`src/rtl/fp16_pkg.sv`:
```
// Shared FP16 constants and the reduction sequencer's state encoding.
package fp16_pkg;

  localparam logic [15:0] FP16_ZERO = 16'h0000;
  localparam logic [15:0] FP16_OVF  = 16'hFFFF;
  localparam logic [15:0] FP16_ONE  = 16'h3C00;

  // Cycles from issuing a pair to the adder until its result returns.
  localparam int FP16_ADD_LAT = 7;

  typedef enum logic [1:0] {
    ST_IDLE  = 2'd0,
    ST_ACCUM = 2'd1,
    ST_DRAIN = 2'd2,
    ST_DONE  = 2'd3
  } seq_state_e;

endpackage

```
`src/rtl/fp16_sum_seq.sv`:
```
// Reduces an in_last-terminated stream of FP16 values to one sum by pairing
// raw operands and returned partial sums onto a pipelined FP16 adder.
// At most one pair is issued per cycle, so a single spare register suffices.
module fp16_sum_seq
  import fp16_pkg::*;
#(
  parameter int LAT   = FP16_ADD_LAT,
  parameter int CNT_W = 4
) (
  input  logic        clk,
  input  logic        rst_n,
  input  logic [15:0] in_data,
  input  logic        in_valid,
  input  logic        in_last,
  output logic        in_ready,
  output logic [15:0] add_a,
  output logic [15:0] add_b,
  output logic        add_valid,
  input  logic [15:0] add_result,
  input  logic        add_update,
  output logic [15:0] sum_data,
  output logic        sum_valid,
  output logic        err
);

  localparam logic [CNT_W-1:0] CNT_ZERO = {CNT_W{1'b0}};
  localparam logic [CNT_W-1:0] CNT_ONE  = CNT_W'(1);
  localparam logic [CNT_W-1:0] CNT_MAX  = CNT_W'(LAT);

  seq_state_e       state_q, state_d;
  logic [15:0]      spare_q, spare_d;
  logic             spare_vld_q, spare_vld_d;
  logic [CNT_W-1:0] cnt_q, cnt_d;
  logic             in_ready_q, in_ready_d;
  logic [15:0]      add_a_q, add_a_d;
  logic [15:0]      add_b_q, add_b_d;
  logic             add_valid_q, add_valid_d;
  logic [15:0]      sum_data_q, sum_data_d;
  logic             sum_valid_q, sum_valid_d;
  logic             err_q, err_d;

  logic             acc_s;
  logic             r_ok_s;
  logic             i_ok_s;
  logic             issue_s;
  logic [15:0]      iss_a_s;
  logic [15:0]      iss_b_s;

  // Pairing of return/beat/spare, state transitions, in-flight tracking and error capture.
  always_comb begin
    state_d     = state_q;
    spare_d     = spare_q;
    spare_vld_d = spare_vld_q;
    cnt_d       = cnt_q;
    err_d       = err_q;
    sum_data_d  = sum_data_q;
    issue_s     = 1'b0;
    iss_a_s     = FP16_ZERO;
    iss_b_s     = FP16_ZERO;

    acc_s  = in_valid & in_ready_q;
    // A return is only usable while a burst is active and something is in flight.
    r_ok_s = add_update & ((state_q == ST_ACCUM) | (state_q == ST_DRAIN)) & (cnt_q != CNT_ZERO);
    i_ok_s = acc_s & (state_q == ST_ACCUM);

    // Unexpected returns are discarded and flagged.
    if (add_update && !r_ok_s) begin
      err_d = 1'b1;
    end else begin
      err_d = err_q;
    end

    // Pair the available sources; the spare absorbs a lone operand.
    if (r_ok_s && i_ok_s) begin
      issue_s = 1'b1;
      iss_a_s = add_result;
      iss_b_s = in_data;
    end else if (r_ok_s) begin
      if (spare_vld_q) begin
        issue_s     = 1'b1;
        iss_a_s     = spare_q;
        iss_b_s     = add_result;
        spare_vld_d = 1'b0;
      end else begin
        spare_d     = add_result;
        spare_vld_d = 1'b1;
      end
    end else if (i_ok_s) begin
      if (spare_vld_q) begin
        issue_s     = 1'b1;
        iss_a_s     = spare_q;
        iss_b_s     = in_data;
        spare_vld_d = 1'b0;
      end else begin
        spare_d     = in_data;
        spare_vld_d = 1'b1;
      end
    end else begin
      issue_s = 1'b0;
    end

    case (state_q)
      ST_IDLE: begin
        if (acc_s) begin
          if (in_last) begin
            state_d    = ST_DONE;
            sum_data_d = in_data;
          end else begin
            state_d     = ST_ACCUM;
            spare_d     = in_data;
            spare_vld_d = 1'b1;
          end
        end else begin
          state_d = ST_IDLE;
        end
      end
      ST_ACCUM: begin
        if (i_ok_s && in_last) begin
          state_d = ST_DRAIN;
        end else begin
          state_d = ST_ACCUM;
        end
      end
      ST_DRAIN: begin
        // The spare holds the final sum once nothing is in flight or arriving.
        if ((cnt_q == CNT_ZERO) && !add_update && spare_vld_q) begin
          state_d     = ST_DONE;
          sum_data_d  = spare_q;
          spare_vld_d = 1'b0;
        end else begin
          state_d = ST_DRAIN;
        end
      end
      ST_DONE: begin
        state_d = ST_IDLE;
      end
      default: begin
        state_d     = ST_IDLE;
        spare_vld_d = 1'b0;
      end
    endcase

    // In-flight count: saturates at LAT so an impossible overshoot is flagged, not wrapped.
    if (issue_s && !r_ok_s) begin
      if (cnt_q == CNT_MAX) begin
        err_d = 1'b1;
      end else begin
        cnt_d = cnt_q + CNT_ONE;
      end
    end else if (!issue_s && r_ok_s) begin
      cnt_d = cnt_q - CNT_ONE;
    end else begin
      cnt_d = cnt_q;
    end
  end

  // Next values for the registered outputs.
  always_comb begin
    in_ready_d  = (state_d == ST_IDLE) | (state_d == ST_ACCUM);
    add_valid_d = issue_s;
    sum_valid_d = (state_d == ST_DONE);
    if (issue_s) begin
      add_a_d = iss_a_s;
      add_b_d = iss_b_s;
    end else begin
      add_a_d = add_a_q;
      add_b_d = add_b_q;
    end
  end

  // State, spare and counter registers.
  always_ff @(posedge clk or negedge rst_n) begin
    if (!rst_n) begin
      state_q     <= ST_IDLE;
      spare_q     <= FP16_ZERO;
      spare_vld_q <= 1'b0;
      cnt_q       <= CNT_ZERO;
      err_q       <= 1'b0;
      sum_data_q  <= FP16_ZERO;
    end else begin
      state_q     <= state_d;
      spare_q     <= spare_d;
      spare_vld_q <= spare_vld_d;
      cnt_q       <= cnt_d;
      err_q       <= err_d;
      sum_data_q  <= sum_data_d;
    end
  end

  // Output handshake and adder issue registers.
  always_ff @(posedge clk or negedge rst_n) begin
    if (!rst_n) begin
      in_ready_q  <= 1'b0;
      add_a_q     <= FP16_ZERO;
      add_b_q     <= FP16_ZERO;
      add_valid_q <= 1'b0;
      sum_valid_q <= 1'b0;
    end else begin
      in_ready_q  <= in_ready_d;
      add_a_q     <= add_a_d;
      add_b_q     <= add_b_d;
      add_valid_q <= add_valid_d;
      sum_valid_q <= sum_valid_d;
    end
  end

  assign in_ready  = in_ready_q;
  assign add_a     = add_a_q;
  assign add_b     = add_b_q;
  assign add_valid = add_valid_q;
  assign sum_data  = sum_data_q;
  assign sum_valid = sum_valid_q;
  assign err       = err_q;

endmodule

```
`config.mk`:
```
export PLATFORM = sky130hd
export DESIGN_NAME = fp16_sum_seq
export DESIGN_NICKNAME = d
export VERILOG_FILES = /design/src/rtl/fp16_pkg.sv /design/src/rtl/fp16_sum_seq.sv
export SDC_FILE = /design/constraint.sdc
export NUM_CORES = 1
export LEC_CHECK = 0
export ABC_AREA = 1
export CAP_MARGIN = 20
export CORE_ASPECT_RATIO = 1.75
export CORE_MARGIN = 10
export CORE_UTILIZATION = 50
export DETAILED_ROUTE_END_ITERATION = 6
export PLACE_DENSITY = 0.8
export SYNTH_ARGS = -nofsm -noshare
export SYNTH_HDL_FRONTEND = slang
export SYNTH_SLANG_ARGS = --single-unit
```
`constraint.sdc`:
```
create_clock -name clk -period 2.4 [get_ports clk]
set_input_delay 0.36 -clock clk [delete_from_list [all_inputs] [get_ports clk]]
set_output_delay 0.36 -clock clk [all_outputs]
set_load 0.05 [all_outputs]
```
== Yosys cells after proc, flatten, opt, wreduce, memory -nomap -nowiden ==
Cells that the tools add are included.
Operators by class
  add/sub/neg operators: 2
  equality and inequality tests: 10
  mux-type cells: 44
  bitwise logic cells: 6
  reductions and logical operators: 18
Operator list (count)
  16-bit 2-to-1 mux: 20
  16-bit one-hot mux with 2 select lines: 1
  1-bit 2-to-1 mux: 15
  4-bit 2-to-1 mux: 3
  2-bit one-hot mux with 4 select lines: 1
  1-bit logical AND: 7
  2-bit == test, second input constant: 3
  2-bit 2-to-1 mux: 3
  2-bit inequality test, second input constant: 3
  4-bit by 1-bit adder with 4-bit output, second input constant: 1
  1-bit AND: 4
  2-bit by 1-bit == test with 1-bit output, second input constant: 2
  4-bit by 3-bit == test with 1-bit output, second input constant: 1
  2-bit zero test: 2
  4-bit zero test: 1
  4-bit AND reduction: 1
  2-bit nonzero test: 2
  4-bit nonzero test: 1
  4-bit by 1-bit subtractor with 4-bit output, second input constant: 1
  1-bit zero test: 3
  2-bit by 1-bit inequality test with 1-bit output, second input constant: 1
  1-bit bitwise OR: 2
  1-bit one-hot mux with 2 select lines: 1
  2-bit AND reduction: 1
Word-level totals
  register bits after elaboration: 75
  output and inout port bits: 52
  logic and storage cells: 91

== Logic depth before layout (Yosys ltp) ==
  depth after elaboration: 10
  gate-level depth with buffers: 15
  depth with buffers taken out: 15

== Least setup slack after synthesis ==
OpenSTA, ideal clock, no wires.
  path type: register to register
  start: register in_ready_q (netlist: in_ready)
  end: register cnt_q[3]
  data arrival time: 1872 ps
  required time: 2283 ps
  setup slack: 411 ps
  cell stages (with the launch flop): 13
  buffers on the path: 0
  cell sequence: dfrtp_1 nand3_4 nor2_2 nand2_1 ha_1 nand2_1 inv_1 nand2_1 nand2_1 nand2_1 nand2_1 nand2_1 nand2_1
Between the ends
  longest elaborated chain between the ends: 9
  elaborated cells on any way between the ends: 13
Ends and longest elaborated chain
  from (decl): line fp16_sum_seq.sv:34  | logic in_ready_q, in_ready_d;
  from (signal assigned): line fp16_sum_seq.sv:199  | in_ready_q <= in_ready_d;
  1-bit AND *: line fp16_sum_seq.sv:61  | acc_s = in_valid & in_ready_q;
  1-bit AND *: line fp16_sum_seq.sv:64  | i_ok_s = acc_s & (state_q == ST_ACCUM);
  1-bit 2-to-1 mux: line fp16_sum_seq.sv:88  | end else if (i_ok_s) begin
  1-bit 2-to-1 mux: line fp16_sum_seq.sv:78  | end else if (r_ok_s) begin
  1-bit 2-to-1 mux *: line fp16_sum_seq.sv:74  | if (r_ok_s && i_ok_s) begin
  1-bit zero test: line fp16_sum_seq.sv:150  | end else if (!issue_s && r_ok_s) begin
  1-bit logical AND: line fp16_sum_seq.sv:150
  2-bit nonzero test (no line)
  2-bit AND reduction (no line)
  to (signal assigned): line fp16_sum_seq.sv:184  | cnt_q <= cnt_d;
  to (decl): line fp16_sum_seq.sv:33  | logic [CNT_W-1:0] cnt_q, cnt_d;
Mark *: on every way between the ends. The rest lies on a longest branch, timed or not.
A chain may end at the register's enable or synchronous reset.

== Worst setup path in the final report ==
  start: register state_q[0]
  end: register add_a_q[11] (netlist: add_a[11])
Between the ends
  longest elaborated chain between the ends: 6
  elaborated cells on any way between the ends: 13
Ends and longest elaborated chain
  from (decl): line fp16_sum_seq.sv:30  | seq_state_e state_q, state_d;
  from (signal assigned): line fp16_sum_seq.sv:181  | state_q <= state_d;
  2-bit by 1-bit == test with 1-bit output / 2-bit == test (equally long branches): line fp16_sum_seq.sv:63, fp16_sum_seq.sv:64
  1-bit bitwise OR: line fp16_sum_seq.sv:63  | r_ok_s = add_update & ((state_q == ST_ACCUM) | (state_q == ST_DRAIN)) & (cnt_q != CNT_ZERO);
  1-bit AND (2 in a row): line fp16_sum_seq.sv:63
  16-bit 2-to-1 mux (tied with other cells): line fp16_sum_seq.sv:78
  16-bit 2-to-1 mux / 1-bit 2-to-1 mux (equally long branches): line fp16_sum_seq.sv:74
  to (signal assigned): line fp16_sum_seq.sv:194  | add_a_q <= FP16_ZERO;
  to (signal assigned): line fp16_sum_seq.sv:200  | add_a_q <= add_a_d;
  to (decl): line fp16_sum_seq.sv:35  | logic [15:0] add_a_q, add_a_d;
Parallel ways exist; a longest one is shown, timed or not.

==> impl_metrics.yaml <==
status:
  run_status: "finished, final reports clean"
pwr:
  power_frac_clock: 0.148
  cellInternalPower_uw: 4350
  power_switching_share: 0.485
  logic_pwr_share: 0.581
  power-per-cell-area_nw_per_um2: 1670
  netSwitchingPower_uw: 4090
  irDropWorstVdd_mv: 1.05
  cellLeakagePower_uw: 0.00237
  power.share.sequential: 0.271
floorplan:
  dieHeight_um: 135
  die_width_um: 85.9
  floorplan.rows: 42
  initial_util: 0.509
  die_area_sq_um: 11600
  io_pins: 89
  core-area_sq_um: 7460
global_route:
  vias_in_the_first_global_route: 3782
  grt_antenna_before_repair: 0
  grtUsageMet2: 0.356
  grt.total_usage: 0.198
  grt.met3_usage: 0.0488
  grt.busiest_layer: "met2"
  groute.layer.met1.usage: 0.200
  maximum_number_of_pins_on_one_net_before_global_route_repair: 64
  grt_first_pass_wirelength_um: 18500
  grt_remaining_overflow: 0
yosys:
  yosys-mux-area-fraction: 0
  synth.top_cells.by_count: "107 x sky130_fd_sc_hd__nand2_1, 75 x sky130_fd_sc_hd__dfrtp_1, 63 x sky130_fd_sc_hd__inv_1, 38 x sky130_fd_sc_hd__a21oi_1"
  synth-compound-area-share: 0.221
  synth.top_cell.area_share: 0.494
  synth_area_sq_um: 3800
  yosys.area_share.simple: 0.162
  synthMostInstantiatedCell: "sky130_fd_sc_hd__nand2_1"
  post_synth_num_cell_types: 32
  postSynthNetCount: 491
  synth.yosys.warnings: 0
  synth_seq_cells: 75
  ys_async_sr_fraction: 1.00
  synthXorXnorAreaFrac: 0.00692
  area_leader_netlist: "sky130_fd_sc_hd__dfrtp_1"
  yosys-top-cells-area: "sky130_fd_sc_hd__dfrtp_1 49%, sky130_fd_sc_hd__nand2_1 11%, sky130_fd_sc_hd__inv_1 6.2%"
  synth_top_flop_cell: "sky130_fd_sc_hd__dfrtp_1"
  synth.yosys.seq_area_share: 0.494
  synthCells: 449
  synth_adder_area_share: 0.0165
  post_synth_edffs: 0
  largest_family_of_logic_cells_by_synthesized_area: "compound AO/OA/AOI/OAI gates"
  average_footprint_of_a_synthesized_cell_sq_um: 8.46
setup_path:
  timing.critical_path.to_type: "register"
  timing.setup.critical_path_class: "reg -> reg"
  worst-endpoint-arrival_ns: 2.35
  worstPathRequired_ns: 2.60
  worstSetupStartpointType: "register"
  crit_path_max_fanout: 14
timing:
  rsz0062_at_grt: "no"
  number_of_pins_exceeding_their_max_slew_limit_in_the_final_report: 0
  period_minus_slack_ns: 2.15
  final_min_period_over_clock_period: 0.895
  worst_max_slew_margin_expressed_relative_to_the_limit: 0.475
  setup-violations-final: 0
  tightest_slew_ns: 0.787
  finalHoldViolations: 0
  layout_setup_ws_ns: 0.253
  fin_skew_ns: 0.00445
  max_freq_ghz: 0.466
routing:
  remaining_drc_errors: 0
  wl_per_cell_um: 18.0
  drt-vias-per-instance: 5.56
  drt-initial-drc-count: 277
  final_antenna_net_count: 0
  drt_first_pass_iters: 5
  wl_final_um: 11400
  vias: 3515
clocking:
  post_cts.resized_instances: 0
  clock_slew_seen_by_the_registers_of_the_worst_setup_and_hold_paths_ns: 0.06
  cts.sink_count: 75
  h-tree-depth: 3
  tritoncts: "done"
  tritoncts.num_buffers: 9
  cts.path.max_buffers: 2
  clk_root_buffer_cell: "sky130_fd_sc_hd__clkbuf_16"
  clock_latency_ns: 0.33
final_layout:
  layout-area-overhead-vs-synth_pct: 33.4
  final_core_utilization: 0.679
  layout.nets: 581
  final_layout_size_suffix_gt1_frac: 0.0827
  antenna_diode_instance_count: 0
place:
  preCtsSetupSlack_ns: -0.0854
  port_buffers: 88
  detailedPlacementHpwl_um: 8090
  gpl.final_weighted_congestion: 0.836
min_path:
  timing.hold.worst.class: "in -> async"
run:
  cap_violations: 0
-- worst max-delay path: stages (launching register included) --
cell	delay (ns)
sky130_fd_sc_hd__dfrtp_1	0.34
sky130_fd_sc_hd__inv_1	0.06
sky130_fd_sc_hd__ha_1	0.29
sky130_fd_sc_hd__nand2_1	0.07
sky130_fd_sc_hd__inv_2	0.06
sky130_fd_sc_hd__nand2_2	0.16
sky130_fd_sc_hd__nand2_2	0.16
sky130_fd_sc_hd__a21oi_4	0.46
sky130_fd_sc_hd__inv_2	0.21
sky130_fd_sc_hd__nor2_1	0.15
sky130_fd_sc_hd__a31oi_1	0.05
-- stage by stage --
| step | instance area (sq um) | hold slack (ns) | cells | power, uW | TNS (ns) |
|---|---|---|---|---|---|
| 2_1_floorplan | 3800 | 0.0644 | 449 | 5640 | 0 |
| 3_3_place_gp | 4770 | 0.221 | 614 | 7070 | -0.114 |
| 3_5_place_dp | 4770 | 0.224 | 614 | 7200 | -0.360 |
| 4_1_cts | 5060 | 0.416 | 631 | 8460 | 0 |
| 5_1_grt | 5070 | 0.447 | 632 | 8990 | 0 |
| 6_report | 5070 | 0.431 | 632 | 8440 | 0 |
-- kinds of logic after synthesis --
group,count (synthesis)
XOR/XNOR,3
buffers and inverters,91
flip-flops,75
adder cells (fa/ha/maj),5
AND/OR/NAND/NOR,147
AO/OA/AOI/OAI,128
-- power by group through the flow --
stage | Sequential, uW | Clock [uW] | Combinational, uW
4_1_cts | 2280 | 1260 | 4920
5_1_grt | 2360 | 1310 | 5330
2_1_floorplan | 3630 | 0 | 2010
3_5_place_dp | 2300 | 0 | 4900
3_3_place_gp | 2290 | 0 | 4780
6_report | 2290 | 1250 | 4910
-- layout make-up --
cell class | count | area, sq um
Clock buffer | 14 | 264
Clock inverter | 2 | 10.0
Fill cell | 606 | 2390
Inverter | 69 | 259
Multi-Input combinational cell | 284 | 1550
Sequential cell | 75 | 1880
Tap cell | 88 | 110
Timing Repair Buffer | 100 | 996
-- routing by layer --
metal  up-vias  routed length (um)
met5         -                   0
met4         0                 491
met3        38                 618
met2       131                6250
met1      1668                4030
li1       1678                   -
-- worst paths after layout --
path	from	endpoint	slack (ns)	cells past startpoint
max in group asynchronous	rst_n	add_a[6]$_DFFE_PN0P_	1.38	3
setup / recovery	state_q[0]$_DFF_PN0_	add_a[11]$_DFFE_PN0P_	0.25	10
setup reg to reg	state_q[0]$_DFF_PN0_	add_a[11]$_DFFE_PN0P_	0.25	10
hold reg to reg	sum_data[11]$_DFFE_PN0P_	sum_data[11]$_DFFE_PN0P_	0.49	1
hold / removal	rst_n	add_a[12]$_DFFE_PN0P_	0.43	2
min in group clk	sum_data[11]$_DFFE_PN0P_	sum_data[11]$_DFFE_PN0P_	0.49	1
-- timing repair --
item,4_1_cts,5_1_grt
setup endpoints to repair,0,6
hold endpoints to repair,12,0
buffers inserted,0,0
hold buffers,1,0
-- registers in the layout (all words and copies together) (netlist names) --
signal	count
add_b	16
err	1
add_a	16
in_ready	1
sum_valid	1
spare_vld_q	1
spare_q	16
cnt_q	4
add_valid	1
state_q	2
sum_data	16
-- cells in the final DEF (no fill, tap or decap), types with 12 or more instances in the layout --
cell | Yosys | final
sky130_fd_sc_hd__nor2_1 | 20 | 20
sky130_fd_sc_hd__nand2_1 | 107 | 107
sky130_fd_sc_hd__a21oi_1 | 38 | 38
sky130_fd_sc_hd__o21ai_1 | 12 | 12
sky130_fd_sc_hd__o21ai_0 | 12 | 12
sky130_fd_sc_hd__o221ai_1 | 18 | 18
sky130_fd_sc_hd__clkdlybuf4s50_1 | 0 | 87
sky130_fd_sc_hd__o211ai_1 | 20 | 20
sky130_fd_sc_hd__dfrtp_1 | 75 | 75
sky130_fd_sc_hd__o21a_1 | 16 | 16
sky130_fd_sc_hd__inv_1 | 63 | 63
(Power assumes the default switching activity.)
